## config.mk

```make
export PLATFORM = sky130hd
export DESIGN_NAME = multicycle_control
export DESIGN_NICKNAME = d
export VERILOG_FILES = /design/src/rtl/multicycle_control_pkg.sv /design/src/rtl/multicycle_control_alu_ctrl_decode.sv /design/src/rtl/multicycle_control.sv
export SDC_FILE = /design/constraint.sdc
export NUM_CORES = 1
export LEC_CHECK = 0
export ABC_AREA = 1
export ABC_CLOCK_PERIOD_IN_PS = 3100
export CORE_ASPECT_RATIO = 1.2
export CORE_UTILIZATION = 53
export CTS_BUF_LIST = sky130_fd_sc_hd__clkbuf_4 sky130_fd_sc_hd__clkbuf_8
export DETAILED_ROUTE_END_ITERATION = 12
export GPL_ROUTABILITY_DRIVEN = 0
export GPL_TIMING_DRIVEN = 0
export HOLD_SLACK_MARGIN = 0.12
export PLACE_DENSITY_LB_ADDON = 0.15
export SYNTH_ARGS = -nofsm -noshare
export SYNTH_HDL_FRONTEND = slang
export SYNTH_SLANG_ARGS = --single-unit
export TNS_END_PERCENT = 1
```

## constraint.sdc

```tcl
create_clock -name clk -period 3.1 [get_ports clk]
set_input_delay 0.62 -clock clk [delete_from_list [all_inputs] [get_ports clk]]
set_output_delay 0.62 -clock clk [all_outputs]
set_load 0.01 [all_outputs]
```

## src/rtl/multicycle_control_pkg.sv

```systemverilog
`default_nettype none
// ============================================================================
// Module   : mc_ctrl_pkg
// Brief    : Shared types and constants for the multicycle MIPS control FSM:
//            state encoding, ALU operation codes, opcode/func values and
//            datapath mux select codes.
// Revision : 1.0 - initial release
// ============================================================================
package mc_ctrl_pkg;

   // Controller states, 4-bit encoding (also exported on the debug port)
   typedef enum logic [3:0] {
      st_fetch    = 4'd0,
      st_decode   = 4'd1,
      st_r_exec   = 4'd2,
      st_r_wb     = 4'd3,
      st_mem_addr = 4'd4,
      st_mem_rd   = 4'd5,
      st_mem_wb   = 4'd6,
      st_mem_wr   = 4'd7,
      st_branch   = 4'd8,
      st_i_exec   = 4'd9,
      st_i_wb     = 4'd10,
      st_jump     = 4'd11,
      st_trap     = 4'd12
   } state_t;

   // ALU operation codes
   localparam logic [3:0] c_alu_add = 4'b0010;
   localparam logic [3:0] c_alu_sub = 4'b0110;
   localparam logic [3:0] c_alu_and = 4'b0000;
   localparam logic [3:0] c_alu_or  = 4'b0001;
   localparam logic [3:0] c_alu_slt = 4'b0111;
   localparam logic [3:0] c_alu_sll = 4'b1000;
   localparam logic [3:0] c_alu_srl = 4'b1001;

   // Opcodes (IR[31:26])
   localparam logic [5:0] c_op_rtype = 6'h00;
   localparam logic [5:0] c_op_j     = 6'h02;
   localparam logic [5:0] c_op_jal   = 6'h03;
   localparam logic [5:0] c_op_beq   = 6'h04;
   localparam logic [5:0] c_op_bne   = 6'h05;
   localparam logic [5:0] c_op_addi  = 6'h08;
   localparam logic [5:0] c_op_slti  = 6'h0A;
   localparam logic [5:0] c_op_andi  = 6'h0C;
   localparam logic [5:0] c_op_ori   = 6'h0D;
   localparam logic [5:0] c_op_lw    = 6'h23;
   localparam logic [5:0] c_op_sw    = 6'h2B;

   // R-type function codes (IR[5:0])
   localparam logic [5:0] c_fn_sll = 6'h00;
   localparam logic [5:0] c_fn_srl = 6'h02;
   localparam logic [5:0] c_fn_add = 6'h20;
   localparam logic [5:0] c_fn_sub = 6'h22;
   localparam logic [5:0] c_fn_and = 6'h24;
   localparam logic [5:0] c_fn_or  = 6'h25;
   localparam logic [5:0] c_fn_slt = 6'h2A;

   // Datapath mux selects
   localparam logic       c_iord_pc      = 1'b0;
   localparam logic       c_iord_aluout  = 1'b1;
   localparam logic [1:0] c_rdst_rt      = 2'd0;
   localparam logic [1:0] c_rdst_rd      = 2'd1;
   localparam logic [1:0] c_rdst_r31     = 2'd2;
   localparam logic [1:0] c_m2r_aluout   = 2'd0;
   localparam logic [1:0] c_m2r_mdr      = 2'd1;
   localparam logic [1:0] c_m2r_pc       = 2'd2;
   localparam logic       c_srca_pc      = 1'b0;
   localparam logic       c_srca_areg    = 1'b1;
   localparam logic [1:0] c_srcb_breg    = 2'd0;
   localparam logic [1:0] c_srcb_four    = 2'd1;
   localparam logic [1:0] c_srcb_imm     = 2'd2;
   localparam logic [1:0] c_srcb_imm_sl2 = 2'd3;
   localparam logic [1:0] c_pcsrc_alu    = 2'd0;
   localparam logic [1:0] c_pcsrc_aluout = 2'd1;
   localparam logic [1:0] c_pcsrc_jump   = 2'd2;

   // Logical immediates are zero-extended rather than sign-extended
   function automatic logic needs_zero_ext(input logic [5:0] op);
      return (op == c_op_andi) || (op == c_op_ori);
   endfunction

   // States that stall on the memory handshake and feed the timeout counter
   function automatic logic is_mem_wait(input state_t s);
      return (s == st_fetch) || (s == st_mem_rd) || (s == st_mem_wr);
   endfunction

endpackage
`default_nettype wire

```

## src/rtl/multicycle_control_alu_ctrl_decode.sv

```systemverilog
`default_nettype none
// ============================================================================
// Module   : alu_ctrl_decode
// Brief    : Combinational opcode/func to ALU operation decode with an
//            illegal-instruction flag. Result is latched by the control FSM
//            during DECODE.
// Revision : 1.0 - initial release
// ============================================================================
module alu_ctrl_decode
   import mc_ctrl_pkg::*;
(
   input  logic [5:0] opcode,
   input  logic [5:0] func,
   output logic [3:0] alu_ctrl,
   output logic       illegal
);

   // Map instruction fields to an ALU operation; unknown encodings flag illegal
   always_comb begin
      alu_ctrl = c_alu_add;
      illegal  = 1'b0;
      case (opcode)
         c_op_rtype: begin
            case (func)
               c_fn_add: alu_ctrl = c_alu_add;
               c_fn_sub: alu_ctrl = c_alu_sub;
               c_fn_and: alu_ctrl = c_alu_and;
               c_fn_or:  alu_ctrl = c_alu_or;
               c_fn_slt: alu_ctrl = c_alu_slt;
               c_fn_sll: alu_ctrl = c_alu_sll;
               c_fn_srl: alu_ctrl = c_alu_srl;
               default:  illegal  = 1'b1;
            endcase
         end
         c_op_lw, c_op_sw, c_op_addi, c_op_j, c_op_jal: alu_ctrl = c_alu_add;
         c_op_beq, c_op_bne: alu_ctrl = c_alu_sub;
         c_op_andi:          alu_ctrl = c_alu_and;
         c_op_ori:           alu_ctrl = c_alu_or;
         c_op_slti:          alu_ctrl = c_alu_slt;
         default:            illegal  = 1'b1;
      endcase
   end

endmodule
`default_nettype wire

```

## src/rtl/multicycle_control.sv

```systemverilog
`default_nettype none
// ============================================================================
// Module   : multicycle_control
// Brief    : Main control FSM for the multicycle MIPS datapath. Sequences
//            fetch/decode/execute/memory/writeback and drives all datapath
//            enables and selects. Memory waits are bounded by MEM_TIMEOUT;
//            illegal instructions and timeouts park the FSM in TRAP.
// Revision : 1.0 - initial release
// ============================================================================
module multicycle_control
   import mc_ctrl_pkg::*;
#(
   parameter int MEM_TIMEOUT = 16
)(
   input  logic       clk,
   input  logic       rst_n,
   input  logic [5:0] opcode,
   input  logic [5:0] func,
   input  logic       zero,
   input  logic       mem_ready,
   output logic       pc_write,
   output logic       pc_write_cond,
   output logic       i_or_d,
   output logic       mem_read,
   output logic       mem_write,
   output logic       ir_write,
   output logic [1:0] reg_dst,
   output logic [1:0] mem_to_reg,
   output logic       reg_write,
   output logic       alu_src_a,
   output logic [1:0] alu_src_b,
   output logic       ext_zero,
   output logic [3:0] alu_ctrl,
   output logic [1:0] pc_source,
   output logic [3:0] state,
   output logic       instr_done,
   output logic       trap
);

   localparam int TW = (MEM_TIMEOUT < 2) ? 1 : $clog2(MEM_TIMEOUT + 1);

   state_t        r_state;
   state_t        w_next_state;
   logic [TW-1:0] r_tmo;
   logic [31:0]   w_tmo_inc;
   logic          w_tmo_hit;
   logic          r_trap;

   // Instruction attributes captured in DECODE
   logic [3:0]    r_alu_ctrl;
   logic          r_illegal;
   logic          r_is_store;
   logic          r_is_bne;
   logic          r_is_jal;
   logic          r_ext_zero;

   logic [3:0]    w_dec_alu;
   logic          w_dec_illegal;

   // Ungated datapath controls decoded from the state register
   logic          w_pc_write, w_pc_write_cond, w_i_or_d, w_mem_read, w_mem_write;
   logic          w_ir_write, w_reg_write, w_alu_src_a, w_ext_zero, w_instr_done;
   logic [1:0]    w_reg_dst, w_mem_to_reg, w_alu_src_b, w_pc_source;
   logic [3:0]    w_alu_ctrl;

   alu_ctrl_decode u_alu_dec (
      .opcode   (opcode),
      .func     (func),
      .alu_ctrl (w_dec_alu),
      .illegal  (w_dec_illegal)
   );

   assign w_tmo_inc = 32'(r_tmo) + 32'd1;
   assign w_tmo_hit = (MEM_TIMEOUT != 0) && (w_tmo_inc == 32'(MEM_TIMEOUT));

   // Next-state selection; a completing handshake wins over an expiring timeout
   always_comb begin
      w_next_state = r_state;
      case (r_state)
         st_fetch: begin
            if (mem_ready)      w_next_state = st_decode;
            else if (w_tmo_hit) w_next_state = st_trap;
         end
         st_decode: begin
            case (opcode)
               c_op_rtype:                                w_next_state = st_r_exec;
               c_op_lw, c_op_sw:                          w_next_state = st_mem_addr;
               c_op_beq, c_op_bne:                        w_next_state = st_branch;
               c_op_addi, c_op_andi, c_op_ori, c_op_slti: w_next_state = st_i_exec;
               c_op_j, c_op_jal:                          w_next_state = st_jump;
               default:                                   w_next_state = st_trap;
            endcase
         end
         st_r_exec:   w_next_state = r_illegal ? st_trap : st_r_wb;
         st_mem_addr: w_next_state = r_is_store ? st_mem_wr : st_mem_rd;
         st_mem_rd: begin
            if (mem_ready)      w_next_state = st_mem_wb;
            else if (w_tmo_hit) w_next_state = st_trap;
         end
         st_mem_wr: begin
            if (mem_ready)      w_next_state = st_fetch;
            else if (w_tmo_hit) w_next_state = st_trap;
         end
         st_i_exec:   w_next_state = st_i_wb;
         st_r_wb, st_mem_wb, st_i_wb, st_branch, st_jump: w_next_state = st_fetch;
         st_trap:     w_next_state = st_trap;
         default:     w_next_state = st_trap;
      endcase
   end

   // State register, sticky trap, wait counter and DECODE-time instruction latch
   always_ff @(posedge clk) begin
      if (!rst_n) begin
         r_state    <= st_fetch;
         r_trap     <= 1'b0;
         r_tmo      <= '0;
         r_alu_ctrl <= c_alu_add;
         r_illegal  <= 1'b0;
         r_is_store <= 1'b0;
         r_is_bne   <= 1'b0;
         r_is_jal   <= 1'b0;
         r_ext_zero <= 1'b0;
      end else begin
         r_state <= w_next_state;
         if (w_next_state == st_trap)
            r_trap <= 1'b1;
         if ((w_next_state == r_state) && is_mem_wait(r_state) && !mem_ready)
            r_tmo <= w_tmo_inc[TW-1:0];
         else
            r_tmo <= '0;
         if (r_state == st_decode) begin
            r_alu_ctrl <= w_dec_alu;
            r_illegal  <= w_dec_illegal;
            r_is_store <= (opcode == c_op_sw);
            r_is_bne   <= (opcode == c_op_bne);
            r_is_jal   <= (opcode == c_op_jal);
            r_ext_zero <= needs_zero_ext(opcode);
         end
      end
   end

   // Moore decode of datapath controls; FETCH/MEM_WR qualify their strobes with mem_ready
   always_comb begin
      w_pc_write      = 1'b0;
      w_pc_write_cond = 1'b0;
      w_i_or_d        = c_iord_pc;
      w_mem_read      = 1'b0;
      w_mem_write     = 1'b0;
      w_ir_write      = 1'b0;
      w_reg_dst       = c_rdst_rt;
      w_mem_to_reg    = c_m2r_aluout;
      w_reg_write     = 1'b0;
      w_alu_src_a     = c_srca_pc;
      w_alu_src_b     = c_srcb_breg;
      w_ext_zero      = 1'b0;
      w_alu_ctrl      = c_alu_add;
      w_pc_source     = c_pcsrc_alu;
      w_instr_done    = 1'b0;
      case (r_state)
         st_fetch: begin
            w_mem_read  = 1'b1;
            w_alu_src_b = c_srcb_four;
            w_ir_write  = mem_ready;
            w_pc_write  = mem_ready;
         end
         st_decode: begin
            w_alu_src_b = c_srcb_imm_sl2;
         end
         st_r_exec: begin
            w_alu_src_a = c_srca_areg;
            w_alu_src_b = c_srcb_breg;
            w_alu_ctrl  = r_alu_ctrl;
         end
         st_r_wb: begin
            w_reg_dst    = c_rdst_rd;
            w_mem_to_reg = c_m2r_aluout;
            w_reg_write  = 1'b1;
            w_instr_done = 1'b1;
         end
         st_mem_addr: begin
            w_alu_src_a = c_srca_areg;
            w_alu_src_b = c_srcb_imm;
         end
         st_mem_rd: begin
            w_mem_read = 1'b1;
            w_i_or_d   = c_iord_aluout;
         end
         st_mem_wb: begin
            w_reg_dst    = c_rdst_rt;
            w_mem_to_reg = c_m2r_mdr;
            w_reg_write  = 1'b1;
            w_instr_done = 1'b1;
         end
         st_mem_wr: begin
            w_mem_write  = 1'b1;
            w_i_or_d     = c_iord_aluout;
            w_instr_done = mem_ready;
         end
         st_branch: begin
            w_alu_src_a     = c_srca_areg;
            w_alu_src_b     = c_srcb_breg;
            w_alu_ctrl      = c_alu_sub;
            w_pc_source     = c_pcsrc_aluout;
            w_pc_write_cond = r_is_bne ? ~zero : zero;
            w_instr_done    = 1'b1;
         end
         st_i_exec: begin
            w_alu_src_a = c_srca_areg;
            w_alu_src_b = c_srcb_imm;
            w_alu_ctrl  = r_alu_ctrl;
            w_ext_zero  = r_ext_zero;
         end
         st_i_wb: begin
            w_reg_dst    = c_rdst_rt;
            w_mem_to_reg = c_m2r_aluout;
            w_reg_write  = 1'b1;
            w_instr_done = 1'b1;
         end
         st_jump: begin
            w_pc_source  = c_pcsrc_jump;
            w_pc_write   = 1'b1;
            w_instr_done = 1'b1;
            if (r_is_jal) begin
               w_reg_dst    = c_rdst_r31;
               w_mem_to_reg = c_m2r_pc;
               w_reg_write  = 1'b1;
            end
         end
         default: ;
      endcase
   end

   // Reset held low masks every strobe and parks selects at their idle values
   assign pc_write      = rst_n & w_pc_write;
   assign pc_write_cond = rst_n & w_pc_write_cond;
   assign mem_read      = rst_n & w_mem_read;
   assign mem_write     = rst_n & w_mem_write;
   assign ir_write      = rst_n & w_ir_write;
   assign reg_write     = rst_n & w_reg_write;
   assign instr_done    = rst_n & w_instr_done;
   assign i_or_d        = rst_n & w_i_or_d;
   assign alu_src_a     = rst_n & w_alu_src_a;
   assign ext_zero      = rst_n & w_ext_zero;
   assign reg_dst       = rst_n ? w_reg_dst    : 2'd0;
   assign mem_to_reg    = rst_n ? w_mem_to_reg : 2'd0;
   assign alu_src_b     = rst_n ? w_alu_src_b  : 2'd0;
   assign pc_source     = rst_n ? w_pc_source  : 2'd0;
   assign alu_ctrl      = rst_n ? w_alu_ctrl   : c_alu_add;
   assign state         = r_state;
   assign trap          = r_trap;

endmodule
`default_nettype wire

```

==> results of run 1 <==
==> state kept, by name, indices dropped and copies added, names as in the netlist <==
| name | cells |
|---|---|
| r_alu_ctrl | 4 |
| r_is_jal | 1 |
| trap | 1 |
| state | 4 |
| r_is_store | 1 |
| r_illegal | 1 |
| r_is_bne | 1 |
| r_ext_zero | 1 |
| r_tmo | 5 |
==> worst register-to-register path, stage by stage, from the launching register on <==
cell and delay, ps:
dfxtp_1 420, ha_1 260, nand2_1 70, a21oi_1 130
nand3_1 150, inv_1 110, nor2_1 60, o21ai_2 190
nand2_2 90, nand3_4 110, nor2_2 40
==> power by group <==
| group | switching [mW] | internal (mW) | total [mW] |
|---|---|---|---|
| Combinational | 0.429 | 0.301 | 0.730 |
| Sequential | 0.0553 | 0.312 | 0.367 |
| Clock | 0.0789 | 0.0480 | 0.127 |
==> layout by cell type, fill, tap and decap left out, types with 2 or more instances in the layout <==
cell             count
buf_4                2
inv_2                4
dfxtp_1             18
nor3_1               6
clkdlybuf4s50_1     41
clkbuf_4             3
inv_1               39
nor2_1              42
nand2_2              5
nand2_1             47
clkbuf_1             3
nand3_1             14
a31oi_1              7
a21oi_1             12
nand4_1              7
xnor2_1              2
nor2_2               9
nor2_4               2
o21ai_0              9
==> metrics by stage <==
step	instance area [sq um]	hold slack, ps	utilization
4_1_cts	1940	477	0.752
5_1_grt	1940	514	0.753
3_3_place_gp	1910	453	0.742
3_5_place_dp	1910	457	0.742
6_report	1940	473	0.753
2_1_floorplan	1460	439	-
==> what timing repair did <==
| item | CTS | global route |
|---|---|---|
| hold endpoints to repair | 0 | 0 |
| setup endpoints to repair | 0 | 1 |
| gates resized for setup | 0 | 1 |
==> cell families (layout without fill, tap and decap cells) <==
kind of cell / after synthesis / after routing / share of synthesized area
compound gates: 35 / 35 / 0.139
xor+xnor: 2 / 2 / 0.0120
fa+ha+maj: 1 / 1 / 0.00857
buf+inv: 50 / 95 / 0.136
flops: 19 / 19 / 0.260
simple gates: 137 / 137 / 0.444
==> per-layer routing <==
| layer | global-route usage | part of all wire | vias to the layer above |
|---|---|---|---|
| met5 | 0 | 0 | - |
| met3 | 0.0333 | 0.035 | 4 |
| met1 | 0.325 | 0.43 | 748 |
| met2 | 0.477 | 0.52 | 60 |
| li1 | - | - | 865 |
| met4 | 0.106 | 0.010 | 0 |
==> worst max-delay path by stage <==
stage / startpoint / end / depth (start not counted)
finish: state[2] / alu_src_b[1] / 7
floorplan: rst_n / reg_dst[1] / 5
CTS: state[3] / alu_src_a / 7
detailed placement: rst_n / reg_dst[1] / 6
global route: state[2] / alu_src_b[1] / 7
global placement: rst_n / alu_src_b[1] / 5
==> cell type report <==
| type | count | area, sq um |
|---|---|---|
| inverter | 44 | 168 |
| sequential | 19 | 382 |
| clock inverter | 1 | 5.00 |
| buffer | 6 | 31.3 |
| fill | 216 | 637 |
| clock buffer | 3 | 22.5 |
| multi-input combinational | 175 | 881 |
| tap | 33 | 41.3 |
| timing repair buffer | 41 | 410 |
==> key figures, run 1 <==
Worst setup path
  – Reg2reg end: r_tmo[0]
  – Setup CP Type: reg2out
  – CP Buf/Inv Count: 4
  – Crit path launch type: register
  – FF-to-FF path depth: 10
  – Most frequent CP cell: inv_1
  – Worst path arrival time: 2250 ps
  – Critical Path RT: 2480 ps
  – CP Capture Type: output port
  – Reg-to-reg setup timing slack: around 1400 ps
  – Crit path max-delay family: buffers and inverters
  – Slowest-stage cell, CP: clkdlybuf4s50_1
  – Worst r2r src: r_tmo[0]
  – Peak fanout along the critical path: 5
  – Critical-path cell list: inv_1 > nor2_2 > inv_1 > nor2_1 > inv_1 > a31oi_1 > clkdlybuf4s50_1
  – CP peak stage delay: approximately 570 ps

Floorplan
  – Horiz. Die Dim: 49.9 um
  – Core Area: 0.00258 sq mm
  – Ports: 43
  – Die area: between 0.002 and 0.003 sq mm
  – Die height: 59.5 um
  – Initial Util: 0.567
  – Rows: 20

Finish
  – Final non-filler cell total: 322
  – Share of cells above drive strength 1: 0.121
  – Antenna diodes: 0
  – Nets: between 300 and 400
  – Layout area overhead: 32.9%

Power and ir drop
  – Tot Pwr: 1.22 mW
  – LEAKAGE: 0.842 nW
  – PwrDens: between 600 and 700 mW/mm^2
  – Max VDD drop: ~0.39 mV

Timing
  – Clock skew: 1.94 ps
  – Fin crit share: 0.925
  – Final Hold Fails: 0
  – Worst-Margin Slew: 519 ps
  – Setup TNS: 0 ps
  – Worst setup margin: 234 ps
  – Max-slew violation count: 0
  – F_max: 349 MHz
  – Worst relative slew slack: 0.651
  – Crit path time final: 2870 ps
  – RSZ-0062 raised after global routing: false
  – Final setup viols: 0

Synth
  – Post-synth top area cell: dfxtp_1
  – Mapped Cells: 244
  – Synth Cell Area: 0.00146 sq mm
  – Post-synth EDFFs: 0
  – Area contributors post-synth: dfxtp_1 26%, nand2_1 12%, nor2_1 11%, inv_1 10%, nand3_1 4.8%
  – #FFs+latches synth: 19
  – Mapped Nets: between 200 and 300
  – Top cell type's share of synthesized area: 0.260
  – Ys async rst share: 0
  – Yosys warns: 0
  – Seq/Total Area, Yosys: 0.260
  – Post-synth top flop: dfxtp_1
  – Mean Syn Cell Area: 5.98 sq um
  – Top cells by count, synth: 47 x nand2_1, 42 x nor2_1, 39 x inv_1, 19 x dfxtp_1, 14 x nand3_1
  – Cell with the most instances after synthesis: nand2_1
  – Unique masters post-synth: 32

Routing
  – Remaining antenna violation count: 0
  – DRC errors left: 0
  – DR iter-0 viols: 62
  – DRT Pass-1 Iters: 4
  – Post-Route WL: ~3600 um
  – Wire per inst: 11.1 um
  – Vias/cell: ~5.2
  – Via count: 1,677

Clocking
  – Num CTS Buffers: 3
  – Clk_lat worst skew: approximately 300 ps
  – CTS tree: done
  – Root Buffer: clkbuf_4
  – # H-tree levels: 1
  – # hold bufs at CTS: 0
  – Max clock buf depth: 2
  – Clock slew at reported path FFs: approximately 110 ps
  – Clock sink count: 19
  – Post-CTS Setup Bufs: 0

GRT
  – GR Overflow Total: 0
  – GRT Total Usage: 0.267
  – First-pass GRT wire length: a little over 6000 um
  – Pin count of the biggest net entering global routing: 12
  – Initial antenna violation count: 0
  – Vias in the first global route: 1,456

Hold path
  – Hold Path Stages: 2
  – Hold Startpoint: trap
  – Worst Hold End: trap
  – Hold crit path type: reg2reg

Placed design
  – Post-DP HPWL: 2880 um
  – Number of port buffers: 41
  – DP Worst Slack: 314 ps
  – Placed cells: around 320

Status
  – Status: finished, final reports clean

Job
  – Max Cap Violations: 0
Power figures use the tool's default switching activity.
==> inputs of run 2 (changes only) <==
- ABC_AREA: 1 -> default
==> run 2 against run 1 <==
Compared with the run above:
- first-iteration DRC count increased by 1.6%
- maximum frequency fell by 2.8%
- combinational power decreased by 58%
- critical path depth decreased by 1
- clock power up 3%
- setup slack got worse by 81 ps
- cell area rose by 3.0%
- critical path type is now in2out
==> key figures, run 2 <==
Placed design
  – DP Worst Slack: -175 ps
  – Placed cells: 287
  – Number of port buffers: 41
  – Post-DP HPWL: 3010 um

Floorplan
  – Ports: 43
  – Core Area: 0.00263 sq mm
  – Rows: 20
  – Initial Util: 0.574
  – Horiz. Die Dim: 50.7 um
  – Die height: 60.4 um
  – Die area: 0.00306 sq mm

Power and ir drop
  – PwrDens: 355 mW/mm^2
  – LEAKAGE: roughly 0.75 nW
  – Tot Pwr: 710 uW
  – Max VDD drop: 0.250 mV

Timing
  – Worst-Margin Slew: 443 ps
  – Max-slew violation count: 0
  – Final Hold Fails: 0
  – Crit path time final: 2950 ps
  – RSZ-0062 raised after global routing: false
  – Hold_ws: 463 ps
  – F_max: ~340 MHz
  – Setup TNS: 0 ps
  – Worst setup margin: 152 ps
  – Clock skew: 10.2 ps
  – Final setup viols: 0
  – Fin crit share: 0.951
  – Worst relative slew slack: 0.705

Worst setup path
  – Slowest-stage cell, CP: clkdlybuf4s50_1
  – Critical path launch point: rst_n
  – Reg2reg end: state[1]
  – Setup CP Type: in2out
  – CP Capture Type: output port
  – Worst r2r src: state[0]
  – Most frequent CP cell: clkdlybuf4s50_1
  – Crit path launch type: input port
  – CP peak stage delay: 540 ps
  – Critical Path RT: 2480 ps
  – Reg-to-reg setup timing slack: 1440 ps
  – FF-to-FF path depth: 6
  – Worst path arrival time: 2330 ps
  – Peak fanout along the critical path: 10
  – Critical-path cell list: clkdlybuf4s50_1 > clkbuf_4 > inv_1 > clkbuf_2 > nor2_1 > clkdlybuf4s50_1

Finish
  – Register name with the most flops: r_tmo
  – Antenna diodes: 0
  – Layout area overhead: 32.5%
  – Nets: ~280
  – Commonest cells after routing, fill and taps aside: 40 x clkdlybuf4s50_1, 29 x nor2_1, 19 x nand2_1, 19 x dfxtp_1, 15 x nor3_1
  – Share of cells above drive strength 1: 0.105
  – Max FFs per register: 5
  – Commonest non-fill, non-tap cell in the layout: clkdlybuf4s50_1
  – Final non-filler cell total: between 200 and 300

Routing
  – DRC errors left: 0
  – Wire length on met2: 1990 um
  – Vias/cell: 5.93
  – DRT Pass-1 Iters: 4
  – Wire per inst: between 10 and 15 um
  – Met3 WL: 212 um
  – Remaining antenna violation count: 0
  – Via count: 1,725
  – Met1 Wirelength: 1590 um
  – DR iter-0 viols: 63
  – Post-Route WL: 3890 um
  – Highest routed layer: met4

Clocking
  – Clock sink count: 19
  – # H-tree levels: 1
  – Clk_lat worst skew: 300 ps
  – Post-CTS Setup Bufs: 0
  – Clock slew at reported path FFs: between 100 and 150 ps
  – # hold bufs at CTS: 0
  – Max clock buf depth: 2
  – Num CTS Buffers: 3
  – Post-CTS sizing: 2
  – Root Buffer: clkbuf_4
  – CTS tree: done

Synth
  – Cell with the most instances after synthesis: nor2_1
  – Post-synth top area cell: dfxtp_1
  – Seq/Total Area, Yosys: 0.252
  – Mapped Cells: 213
  – Unique masters post-synth: between 40 and 50
  – Post-synth EDFFs: 0
  – Post-synth top flop: dfxtp_1
  – Complex-gate fraction of the synthesized area: 0.173
  – Synth Cell Area: approximately 0.0015 sq mm
  – Area contributors post-synth: dfxtp_1 25%, nor2_1 7.2%, nor3_1 5.0%, nand2_1 4.7%, a21oi_1 4.3%
  – Xor and xnor area share after synthesis: 0.0407
  – Top cells by count, synth: 29 x nor2_1, 19 x dfxtp_1, 19 x nand2_1, 15 x nor3_1, 13 x a21oi_1
  – Ys async rst share: 0
  – Synth Area in Adders: 0.00830
  – Mean Syn Cell Area: 7.08 sq um
  – Main combinational cell family by area after synthesis: simple AND/OR/NAND/NOR gates
  – Top cell type's share of synthesized area: 0.252
  – #FFs+latches synth: 19
  – Simple-Gate Fraction of Synth Area: 0.450
  – Mapped Nets: 230
  – Multiplexer share of the synthesized area: 0.00747
  – Yosys warns: 0

GRT
  – Initial antenna violation count: 0
  – First-pass GRT wire length: ~6500 um
  – Pin count of the biggest net entering global routing: 13
  – GR Overflow Total: 0
  – Vias in the first global route: 1,536
  – GRT Total Usage: 0.274

Job
  – Max Cap Violations: 0

Hold path
  – Hold Path Stages: 2
  – Worst Hold End: r_alu_ctrl[2]
  – Hold crit path type: reg2reg
  – Hold Startpoint: r_alu_ctrl[2]

Status
  – Status: finished, final reports clean
[run 2: area by class of cell]
class / count / area [sq um]
timing repair buffer: 41 / 413
inverter: 7 / 26.3
tap: 33 / 41.3
fill: 203 / 629
multi-input combinational: 172 / 1020
clock inverter: 1 / 7.51
buffer: 15 / 82.6
sequential: 19 / 380
clock buffer: 3 / 22.5
[run 2: per-stage QoR]
stage               cell area, sq um  utilization
detailed placement              1960        0.746
floorplan                       1510            -
finish                          2000        0.760
global placement                1960        0.746
global route                    2000        0.760
CTS                             1990        0.759
[run 2: power breakdown]
group          leakage, nW  switching [mW]  internal (mW)
clock network       0.0139          0.0814         0.0492
registers            0.154          0.0134          0.258
logic                0.580           0.171          0.138
total                0.748           0.266          0.444
[run 2: worst max-delay path by stage]
stage                     slack, ps        end  cells after the start
final                           150  alu_src_a                      6
after global placement         -130  reg_write                      5
after detailed placement       -170  reg_write                      5
after floorplan                 860  reg_write                      3
after global routing             50  alu_src_a                      6
after CTS                        40  reg_write                      5
[run 2: layer usage]
| metal | global-route usage | vias up |
|---|---|---|
| li1 | - | 854 |
| met1 | 0.325 | 786 |
| met2 | 0.499 | 75 |
| met3 | 0.0251 | 10 |
| met4 | 0.135 | 0 |
| met5 | 0 | - |
[run 2: cells by family after synthesis]
group,count (synthesis)
xor+xnor,7
flops,19
compound gates,43
buf+inv,22
simple gates,120
mux,1
fa+ha+maj,1
[run 2: worst max-delay path: cells and delay by family]
kind          cells  cell delay [ps]
buf+inv           5             1580
simple gates      1              120
==> inputs of run 3 (changes only) <==
- CORE_ASPECT_RATIO: 1.2 -> 0.9
- CORE_MARGIN: default -> 10
==> run 3 against run 2 <==
Compared with the run above:
- count of clock-buffer cells in the layout is the same
- flip-flop and latch count is the same
- register-to-register slack lost 70 ps
- power grew 1.6%
- combinational power grew 1%
- first-iteration DRC count grew to 2.8 times the previous value
- maximum frequency shrank 0.86%
- critical path depth shrank 1
- die area grew 76%
- wire length grew 14%
==> key figures, run 3 (synthesis results as in run 2) <==
Placed design
  – Number of port buffers: 41
  – Post-DP HPWL: roughly 3500 um

Timing
  – Max-slew violation count: 0
  – Fin crit share: 0.959
  – Final Hold Fails: 0
  – Crit path time final: 2970 ps
  – Worst relative slew slack: 0.699
  – Hold_ws: 473 ps
  – F_max: 336 MHz
  – Worst-Margin Slew: 451 ps
  – RSZ-0062 raised after global routing: false
  – Clock skew: 3.33 ps
  – Final setup viols: 0

Clocking
  – Max clock buf depth: 2
  – Clock slew at reported path FFs: 120 ps
  – CTS tree: done
  – Root Buffer: clkbuf_4
  – Post-CTS Setup Bufs: 0
  – Num CTS Buffers: 3
  – Clk_lat worst skew: between 300 and 400 ps
  – # H-tree levels: 1
  – # hold bufs at CTS: 0
  – Clock sink count: 19

Job
  – Max Cap Violations: 0

Routing
  – DRC errors left: 0
  – Via count: 1,721
  – DRT Pass-1 Iters: 4
  – DR iter-0 viols: 178
  – Remaining antenna violation count: 0
  – Wire per inst: 14.9 um
  – Post-Route WL: 4430 um
  – Vias/cell: between 5 and 6

Status
  – Status: finished, final reports clean

Power and ir drop
  – Max VDD drop: 0.304 mV
  – PwrDens: 361 mW/mm^2
  – LEAKAGE: 0.730 nW

Worst setup path
  – Crit path launch type: input port
  – Worst path arrival time: 2350 ps
  – Critical Path RT: approximately 2500 ps
  – Setup CP Type: in2out
  – Peak fanout along the critical path: 4
  – CP Capture Type: output port

Finish
  – Commonest cells after routing, fill and taps aside: 40 x clkdlybuf4s50_1, 29 x nor2_1, 19 x nand2_1, 19 x dfxtp_1, 15 x nor3_1
  – Share of cells above drive strength 1: 0.101
  – Max FFs per register: 5
  – Antenna diodes: 0
  – Nets: 275
  – Layout area overhead: 32.4%
  – Commonest non-fill, non-tap cell in the layout: clkdlybuf4s50_1
  – Fin util: 0.732
  – Fill count: between 200 and 250
  – Register name with the most flops: r_tmo

Floorplan
  – Die height: 70.6 um
  – Horiz. Die Dim: ~76 um
  – Core Area: 0.00273 sq mm
  – Die area: ~0.0054 sq mm
  – Ports: 43
  – Rows: 18
  – Initial Util: 0.553

GRT
  – First-pass GRT wire length: 7260 um
  – Initial antenna violation count: 0
  – Pin count of the biggest net entering global routing: 13
  – Vias in the first global route: approximately 1,600
  – GR Overflow Total: 0
  – GRT Total Usage: 0.156

Hold path
  – Hold crit path type: reg2reg
[run 3: cell types whose count changed in the layout (fill, tap and decap cells not counted), sizes merged]
cell / delta
dlymetal6s2s: -1
clkbuf: -1
dlygate4sd2: +1
[run 3: critical path, cell delays in order]
cell	delay (ps)
clkdlybuf4s50_1	540
nand2_1	140
nor2_1	320
and2_1	200
clkdlybuf4s50_1	540
[run 3: where the power goes]
group | total [mW] | switching, mW | internal [mW] | leakage, nW
logic | 0.312 | 0.175 | 0.137 | 0.562
registers | 0.272 | 0.0144 | 0.258 | 0.154
clock network | 0.137 | 0.0879 | 0.0493 | 0.0139
total | 0.721 | 0.277 | 0.444 | 0.730
[run 3: area by class of cell]
cell class	instances	area, sq um	area share
Buffer	14	75.1	0.0376
Clock buffer	3	22.5	0.0113
Inverter	7	26.3	0.0132
Sequential cell	19	380	0.191
Clock inverter	1	7.51	0.00376
Tap cell	40	50.0	0.0251
Timing Repair Buffer	41	409	0.205
Multi-Input combinational cell	172	1020	0.513
[run 3: per-layer routing]
layer	routed length (um)	up-vias	part of all wire	GRT usage
met5	0	-	0	0
met4	49	0	0.011	0.0206
met3	399	6	0.090	0.0530
met2	2020	74	0.46	0.260
met1	1960	790	0.44	0.194
li1	-	851	-	-
[run 3: path summary, 6_finish.rpt]
path                                     from            end  slack, ps  cells past startpoint
worst max register to register       state[0]       state[1]       1370                      6
worst max-delay path                    rst_n    alu_ctrl[0]        130                      5
worst min register to register  r_alu_ctrl[2]  r_alu_ctrl[2]        470                      2
worst min-delay path            r_alu_ctrl[2]  r_alu_ctrl[2]        470                      2
[run 3: through the flow]
stage	TNS (ps)	instance area, sq um	instances	worst slack (ps)	power [mW]
after floorplan	0	1510	213	863	0.466
after global placement	-323	1970	294	-172	0.580
after detailed placement	-403	1970	294	-259	0.584
after CTS	0	2000	298	22.4	0.718
after global routing	0	2000	297	33.9	0.766
final	0	2000	297	127	0.721
[run 3: repair_timing]
item | in CTS | in global routing
setup endpoints to repair | 2 | 1
pin swaps | 0 | 0
resized for setup | 3 | 0
